## config.mk

```make
export PLATFORM = sky130hd
export DESIGN_NAME = mfp_eic_ack_tracker_flat
export DESIGN_NICKNAME = d
export VERILOG_FILES = /design/src/rtl/mfp_eic_pkg.sv /design/src/rtl/mfp_eic_ack_tracker_if.sv /design/src/rtl/mfp_eic_ack_stack.sv /design/src/rtl/mfp_eic_ack_tracker.sv /design/src/flat_wrapper.sv
export SDC_FILE = /design/constraint.sdc
export NUM_CORES = 1
export LEC_CHECK = 0
export CORE_UTILIZATION = 36
export CTS_BUF_LIST = sky130_fd_sc_hd__clkbuf_4 sky130_fd_sc_hd__clkbuf_8
export DETAILED_ROUTE_END_ITERATION = 8
export PLACE_DENSITY_LB_ADDON = 0.12
export SLEW_MARGIN = 20
export SYNTH_ARGS = -nofsm -noshare
export SYNTH_HDL_FRONTEND = slang
export SYNTH_SLANG_ARGS = --single-unit
```

## constraint.sdc

```tcl
create_clock -name SI_ClkIn -period 1.8 [get_ports SI_ClkIn]
set_input_delay 0.18 -clock SI_ClkIn [delete_from_list [all_inputs] [get_ports SI_ClkIn]]
set_output_delay 0.18 -clock SI_ClkIn [all_outputs]
set_load 0.02 [all_outputs]
```

## src/rtl/mfp_eic_pkg.sv

```systemverilog
// Shared EIC definitions: stack entry layout, default handler layout,
// and the vector/offset -> interrupt number decode.
package mfp_eic_pkg;

  typedef struct packed {
    logic [7:0] num;
    logic [7:0] level;
  } eic_entry_t;

  localparam logic [16:0] EIC_HANDLER_BASE  = 17'h100;
  localparam int          EIC_HANDLER_SHIFT = 4;

  // Offset mode: handlers sit 2**shift apart starting at base.
  function automatic logic [7:0] eic_decode(
    input logic        use_offset,
    input logic [5:0]  vec,
    input logic [17:1] off,
    input logic [16:0] base,
    input int          shift
  );
    logic [16:0] d;
    d = (off - base) >> shift;
    return use_offset ? d[7:0] : {2'b00, vec};
  endfunction

endpackage

```

## src/rtl/mfp_eic_ack_tracker_if.sv

```systemverilog
// CPU-side interrupt acknowledge bundle (SI_IAck, vector, offset, IPL).
// master: core drives; slave: ack tracker / EIC observe.
interface mfp_eic_ack_tracker_if;
  logic        SI_IAck;
  logic [5:0]  SI_EICVector;
  logic [17:1] SI_Offset;
  logic [7:0]  SI_IPL;

  modport master (
    output SI_IAck, SI_EICVector,
    output SI_Offset, SI_IPL
  );

  modport slave (
    input SI_IAck, SI_EICVector,
    input SI_Offset, SI_IPL
  );
endinterface

```

## src/rtl/mfp_eic_ack_stack.sv

```systemverilog
// In-service LIFO: push/pop, top entry, depth, per-IRQ occupancy.
// EIC_ACK_NESTING_EN: NEST_DEPTH-entry stack, else one register.
import mfp_eic_pkg::*;

module mfp_eic_ack_stack #(
  parameter int IRQ_COUNT  = 8,
  parameter int NEST_DEPTH = 4
) (
  input  logic                 clk,
  input  logic                 rst,
  input  logic                 push,
  input  eic_entry_t           entry,
  input  logic                 pop,
  output eic_entry_t           top,
  output logic                 empty,
  output logic                 full,
  output logic [3:0]           depth,
  output logic [IRQ_COUNT-1:0] in_service
);

`ifdef EIC_ACK_NESTING_EN
  eic_entry_t mem [8];
  logic [3:0] cnt [IRQ_COUNT];
  logic [3:0] tidx;
  logic       do_push;
  logic       do_pop;

  assign tidx    = depth - 4'd1;
  assign empty   = (depth == 4'd0);
  assign full    = (depth == 4'(NEST_DEPTH));
  assign top     = empty ? '0 : mem[tidx[2:0]];
  assign do_push = push && !full;
  assign do_pop  = pop && !empty;

  always_ff @(posedge clk or posedge rst) begin
    if (rst) begin
      depth <= 4'd0;
    end else if (do_push) begin
      depth <= depth + 4'd1;
    end else if (do_pop) begin
      depth <= depth - 4'd1;
    end
  end

  always_ff @(posedge clk) begin
    if (do_push) mem[depth[2:0]] <= entry;
  end

  // Count per IRQ so a number nested twice stays in service
  // until its last entry leaves.
  always_ff @(posedge clk or posedge rst) begin
    if (rst) begin
      for (int i = 0; i < IRQ_COUNT; i++) cnt[i] <= 4'd0;
    end else begin
      for (int i = 0; i < IRQ_COUNT; i++) begin
        if (do_push && entry.num == 8'(i))
          cnt[i] <= cnt[i] + 4'd1;
        else if (do_pop && top.num == 8'(i))
          cnt[i] <= cnt[i] - 4'd1;
      end
    end
  end

  always_comb begin
    in_service = '0;
    for (int i = 0; i < IRQ_COUNT; i++)
      in_service[i] = (cnt[i] != 4'd0);
  end
`else
  eic_entry_t ent;
  logic       valid;

  // A new acknowledge simply overwrites the single entry.
  always_ff @(posedge clk or posedge rst) begin
    if (rst) begin
      ent   <= '0;
      valid <= 1'b0;
    end else if (push) begin
      ent   <= entry;
      valid <= 1'b1;
    end else if (pop) begin
      valid <= 1'b0;
    end
  end

  assign empty = !valid;
  assign full  = valid;
  assign depth = {3'b000, valid};
  assign top   = valid ? ent : '0;

  always_comb begin
    in_service = '0;
    for (int i = 0; i < IRQ_COUNT; i++)
      in_service[i] = valid && (ent.num == 8'(i));
  end
`endif

endmodule

```

## src/rtl/mfp_eic_ack_tracker.sv

```systemverilog
// Decodes CPU interrupt acks into EIC auto-clear strobes and tracks
// nested handlers; ports: SI_ClkIn/SI_Reset, bus (slave), clear/stack/error
// outputs. Nesting compiled in with EIC_ACK_NESTING_EN.
import mfp_eic_pkg::*;

module mfp_eic_ack_tracker #(
  parameter int          IRQ_COUNT     = 8,
  parameter int          NEST_DEPTH    = 4,
  parameter int          USE_OFFSET    = 0,
  parameter logic [16:0] HANDLER_BASE  = EIC_HANDLER_BASE,
  parameter int          HANDLER_SHIFT = EIC_HANDLER_SHIFT,
  parameter int          HOLDOFF       = 4
) (
  input  logic                  SI_ClkIn,
  input  logic                  SI_Reset,
  mfp_eic_ack_tracker_if.slave  bus,
  output logic                  irq_clear,
  output logic [7:0]            irq_clear_num,
  output logic [IRQ_COUNT-1:0]  in_service,
  output logic                  cur_valid,
  output logic [7:0]            cur_irq,
  output logic [3:0]            depth,
  output logic                  err_overflow,
  output logic                  err_range
);

  logic [7:0] num;
  logic       in_rng;
  logic       hit;
  logic       pop;
  logic [3:0] hold;
  eic_entry_t entry;
  eic_entry_t top;
  logic       empty;
  logic       full;

  assign num = eic_decode(USE_OFFSET != 0, bus.SI_EICVector,
                          bus.SI_Offset, HANDLER_BASE, HANDLER_SHIFT);
  assign in_rng = (num < 8'(IRQ_COUNT));
  assign hit    = bus.SI_IAck && in_rng;
  assign entry  = '{num: num, level: num + 8'd1};

  // Push wins over a same-cycle pop; holdoff then delays the pop.
  assign pop = !hit && (hold == 4'd0) && !empty
            && (bus.SI_IPL < top.level);

  mfp_eic_ack_stack #(
    .IRQ_COUNT  (IRQ_COUNT),
    .NEST_DEPTH (NEST_DEPTH)
  ) u_stack (
    .clk        (SI_ClkIn),
    .rst        (SI_Reset),
    .push       (hit),
    .entry      (entry),
    .pop        (pop),
    .top        (top),
    .empty      (empty),
    .full       (full),
    .depth      (depth),
    .in_service (in_service)
  );

  assign cur_valid = !empty;
  assign cur_irq   = top.num;

  always_ff @(posedge SI_ClkIn or posedge SI_Reset) begin
    if (SI_Reset) begin
      irq_clear     <= 1'b0;
      irq_clear_num <= 8'd0;
      hold          <= 4'd0;
      err_range     <= 1'b0;
    end else begin
      irq_clear <= hit;
      if (hit) irq_clear_num <= num;
      if (hit)
        hold <= 4'(HOLDOFF);
      else if (hold != 4'd0)
        hold <= hold - 4'd1;
      if (bus.SI_IAck && !in_rng) err_range <= 1'b1;
    end
  end

`ifdef EIC_ACK_NESTING_EN
  always_ff @(posedge SI_ClkIn or posedge SI_Reset) begin
    if (SI_Reset)
      err_overflow <= 1'b0;
    else if (hit && full)
      err_overflow <= 1'b1;
  end
`else
  assign err_overflow = 1'b0;
`endif

endmodule

```

## src/flat_wrapper.sv

```systemverilog
// flat-port wrapper written by rule: the top's interface ports become plain ports
module mfp_eic_ack_tracker_flat 
#(
  parameter int          IRQ_COUNT     = 8,
  parameter int          NEST_DEPTH    = 4,
  parameter int          USE_OFFSET    = 0,
  parameter logic [16:0] HANDLER_BASE  = EIC_HANDLER_BASE,
  parameter int          HANDLER_SHIFT = EIC_HANDLER_SHIFT,
  parameter int          HOLDOFF       = 4
)
  (SI_ClkIn, SI_Reset, irq_clear, irq_clear_num, in_service, cur_valid, cur_irq, depth, err_overflow, err_range, bus_SI_IAck, bus_SI_EICVector, bus_SI_Offset, bus_SI_IPL);
  mfp_eic_ack_tracker_if bus_i ();
  input  logic SI_ClkIn;
  input  logic SI_Reset;
  output logic irq_clear;
  output logic [7:0] irq_clear_num;
  output logic [IRQ_COUNT-1:0] in_service;
  output logic cur_valid;
  output logic [7:0] cur_irq;
  output logic [3:0] depth;
  output logic err_overflow;
  output logic err_range;
  input wire logic [$bits(bus_i.SI_IAck)-1:0] bus_SI_IAck;
  input wire logic [$bits(bus_i.SI_EICVector)-1:0] bus_SI_EICVector;
  input wire logic [$bits(bus_i.SI_Offset)-1:0] bus_SI_Offset;
  input wire logic [$bits(bus_i.SI_IPL)-1:0] bus_SI_IPL;
  assign bus_i.SI_IAck = bus_SI_IAck;
  assign bus_i.SI_EICVector = bus_SI_EICVector;
  assign bus_i.SI_Offset = bus_SI_Offset;
  assign bus_i.SI_IPL = bus_SI_IPL;
  mfp_eic_ack_tracker #(.IRQ_COUNT(IRQ_COUNT), .NEST_DEPTH(NEST_DEPTH), .USE_OFFSET(USE_OFFSET), .HANDLER_BASE(HANDLER_BASE), .HANDLER_SHIFT(HANDLER_SHIFT), .HOLDOFF(HOLDOFF)) u_core (.SI_ClkIn(SI_ClkIn), .SI_Reset(SI_Reset), .bus(bus_i), .irq_clear(irq_clear), .irq_clear_num(irq_clear_num), .in_service(in_service), .cur_valid(cur_valid), .cur_irq(cur_irq), .depth(depth), .err_overflow(err_overflow), .err_range(err_range));
endmodule
```

==> run_results.csv <==
group,metric,value,unit
status,status,"complete, no violations",
finish,syn_to_final_growth,37.7,%
sta,timing.fmax,588,MHz
clocking,clockBufferDepth,2,
place,dp_hpwl,1.96,mm
global_route,grt_first_pass_wirelength,3.95,mm
power,p_sw,639,uW
drt,avgViaCountPerCell,4.44,
drt,first_iter_violations,21,
logic_synthesis,ys_seq_area_share,41.2,%
drt,dr.pass1.iters,4,
setup_path,timing.rr.start,"u_core.u_stack.full",
clocking,cts_made_buffers,3,
finish,fillers,304,
setup_path,worstSetupPathType,"flip-flop to output port",
setup_path,cp_max_fo,4,
global_route,grt_usage,14.8,%
logic_synthesis,syn-instance-count,131,
hold_path,hold_class,"primary input to async pin",
drt,wire_per_inst,11.1,um
floorplanning,die_h,60.1,um
logic_synthesis,synth_area_per_cell,9.26,sq um
logic_synthesis,synth_warnings,0,
logic_synthesis,syn_area,1210,sq um
power,p_seq_share,34.6,%
finish,post-route-util,53.4,%
floorplanning,chipWidth,60.1,um
floorplanning,die-area,3610,sq um
finish,final_cell_mix,"clkdlybuf4s50_1, nand2_1, dfrtp_1",
setup_path,r2r_slack,0.11,ns
floorplanning,ios,66,
clocking,cts_hold_buf,0,
run,maxCapViolCount,0,
power,swShare,35.9,%
logic_synthesis,ys_types,32,
floorplanning,core,3130,sq um
setup_path,cp.required,1.62,ns
sta,period_minus_slack,1.70,ns
finish,diodes,0,
global_route,grt_pass1_vias,924,
power,power_density,1070,nW/um^2
setup_path,cp-start-kind,"flip-flop",
setup_path,reg2reg_depth,6,
place,port_buffers,40,
setup_path,arrival,1.52,ns
finish,fin_nets,216,
floorplanning,start_util,38.8,%
clocking,cts_setup_buffers,0,
sta,hold_viol,0,
drt,detail-route-antenna-nets,0,
logic_synthesis,synth-seq-cells,20,
clocking,clock_latency,0.29,ns
power,leakagePower,0.842,nW
drt,num_vias,960,
power,p_int,1.14,mW
logic_synthesis,synth_top_cell_by_area,"dfrtp_1",
clocking,clkTransAtPathRegs,0.12,ns
clocking,cts_tree,"done",
sta,period_share,94.4,%
floorplanning,rows,20,
sta,grt_setup_unrepaired,"true",
sta,setup_viol,0,
drt,wl,2.40,mm
clocking,h-tree-depth,1,
finish,final_common_cell,"clkdlybuf4s50_1",
clocking,cts-root-buf,"clkbuf_4",
setup_path,r2r-end,"u_core.u_stack.full",
setup_path,endpoint_kind,"output port",
drt,remaining_drc_errors,0,
sta,finalMaxSlewViolations,0,
clocking,cts.sinks,20,
power,clock_power_share,20.4,%
sta,whs,0.208,ns
finish,design_area,1670,sq um
global_route,antenna_found_initial,0,
place,post_dp_cell_area,1630,sq um
power,ir_worst_vdd,0.362,mV
place,gp_congestion,0.727,
logic_synthesis,synth_top_area_share,41.2,%
power,combinationalPowerShare,44.9,%
logic_synthesis,synth.area.top_cells,"dfrtp_1, buf_4, ha_1, nand2_1, and2_1",
global_route,grt.overflow.total,0,
sta,skew,0.00373,ns
finish,drive_gt1_share,16.3,%
global_route,grt_max_degree,21,
[power by group through the flow]
stage | combinational [mW] | clock [mW] | sequential (mW)
floorplan | 0.542 | 0 | 0.629
global placement | 0.802 | 0 | 0.617
detailed placement | 0.821 | 0 | 0.621
CTS | 0.801 | 0.378 | 0.613
global route | 0.889 | 0.399 | 0.629
finish | 0.800 | 0.364 | 0.617
[sequential cells by signal, summed over array words and instances, names as in the netlist]
name,flops
u_core.hold,4
u_core.irq_clear,1
u_core.u_stack.ent,13
u_core.err_range,1
u_core.u_stack.full,1
[worst max-delay path: stages (launching register included)]
cell and delay (ns):
dfrtp_1 0.43, nor4b_4 0.32, nand2b_1 0.18, nor2_1 0.15, buf_4 0.15
[final cells by class]
type / count / area (sq um) / share of cell area [%]
Multi-Input combinational cell: 96 / 616 / 36.8
Sequential cell: 20 / 502 / 30.0
Timing Repair Buffer: 47 / 428 / 25.6
Tap cell: 44 / 55.1 / 3.29
Clock inverter: 1 / 30.0 / 1.80
Clock buffer: 3 / 22.5 / 1.35
Inverter: 5 / 18.8 / 1.12
[stage by stage]
step           setup TNS, ns  instances  setup WS (ns)  total power, mW
3_5_place_dp         -0.0925        212        -0.0416             1.44
5_1_grt              -0.0155        216        -0.0155             1.92
6_report                   0        216          0.100             1.78
2_1_floorplan              0        138         0.0491             1.17
3_3_place_gp         -0.0677        212        -0.0376             1.42
4_1_cts                    0        216       0.000832             1.79
[what timing repair did]
item | 4_1_cts | 5_1_grt
hold endpoints to repair | 0 | 0
gates resized for setup | 33 | 11
cloned | 0 | 0
endpoints found under the setup margin | 10 | 10
[worst max-delay path by stage]
stage,startpoint,to,slack [ns],depth (start not counted)
global route,u_core.u_stack.ent[11],in_service[2],-0.02,4
detailed placement,u_core.u_stack.ent[11],in_service[4],-0.04,4
finish,u_core.u_stack.ent[11],in_service[2],0.10,4
global placement,u_core.u_stack.ent[11],in_service[4],-0.04,4
CTS,u_core.u_stack.ent[11],in_service[5],0.0008,4
floorplan,u_core.u_stack.full,u_core.u_stack.full,0.05,6
[cell families after synthesis]
group / Yosys count / share of synthesized area [%]
buffers and inverters: 22 / 11.5
AND/OR/NAND/NOR: 64 / 27.6
XOR/XNOR: 3 / 2.17
flip-flops: 20 / 41.2
other: 1 / 0.309
AO/OA/AOI/OAI: 12 / 7.84
adder cells (fa/ha/maj): 9 / 9.28
[metal layers]
| metal | global-route usage (%) | part of all wire [%] | wire length [um] | vias to the layer above |
|---|---|---|---|---|
| met5 | 0 | 0 | 0 | - |
| met4 | 4.98 | 0.50 | 12 | 0 |
| met3 | 2.60 | 4.4 | 105 | 2 |
| met2 | 25.7 | 51 | 1220 | 26 |
| met1 | 18.4 | 44 | 1070 | 444 |
| li1 | - | - | - | 488 |
[cell usage after synthesis]
library cell  number
and2_1            12
nand3b_1           1
buf_4             15
o21ai_0            5
nor2_1            11
o211ai_1           1
or3_1              1
and4b_1            1
a31oi_1            1
buf_2              1
clkinv_1           1
o21bai_1           1
a21oi_1            1
inv_1              4
nor4bb_1           1
nand2_1           23
a211oi_1           1
xor2_1             1
dfrtp_1           20
nand2b_4           1
nand2_2            1
ha_1               9
nor4b_2            1
or2_4              1
xnor2_1            2
nand2b_1           4
nor3_1             4
clkbuf_1           1
a2111oi_4          1
nand3_1            2
a21o_2             1
conb_1             1
Note: power is estimated with default switching activity, not from simulation.
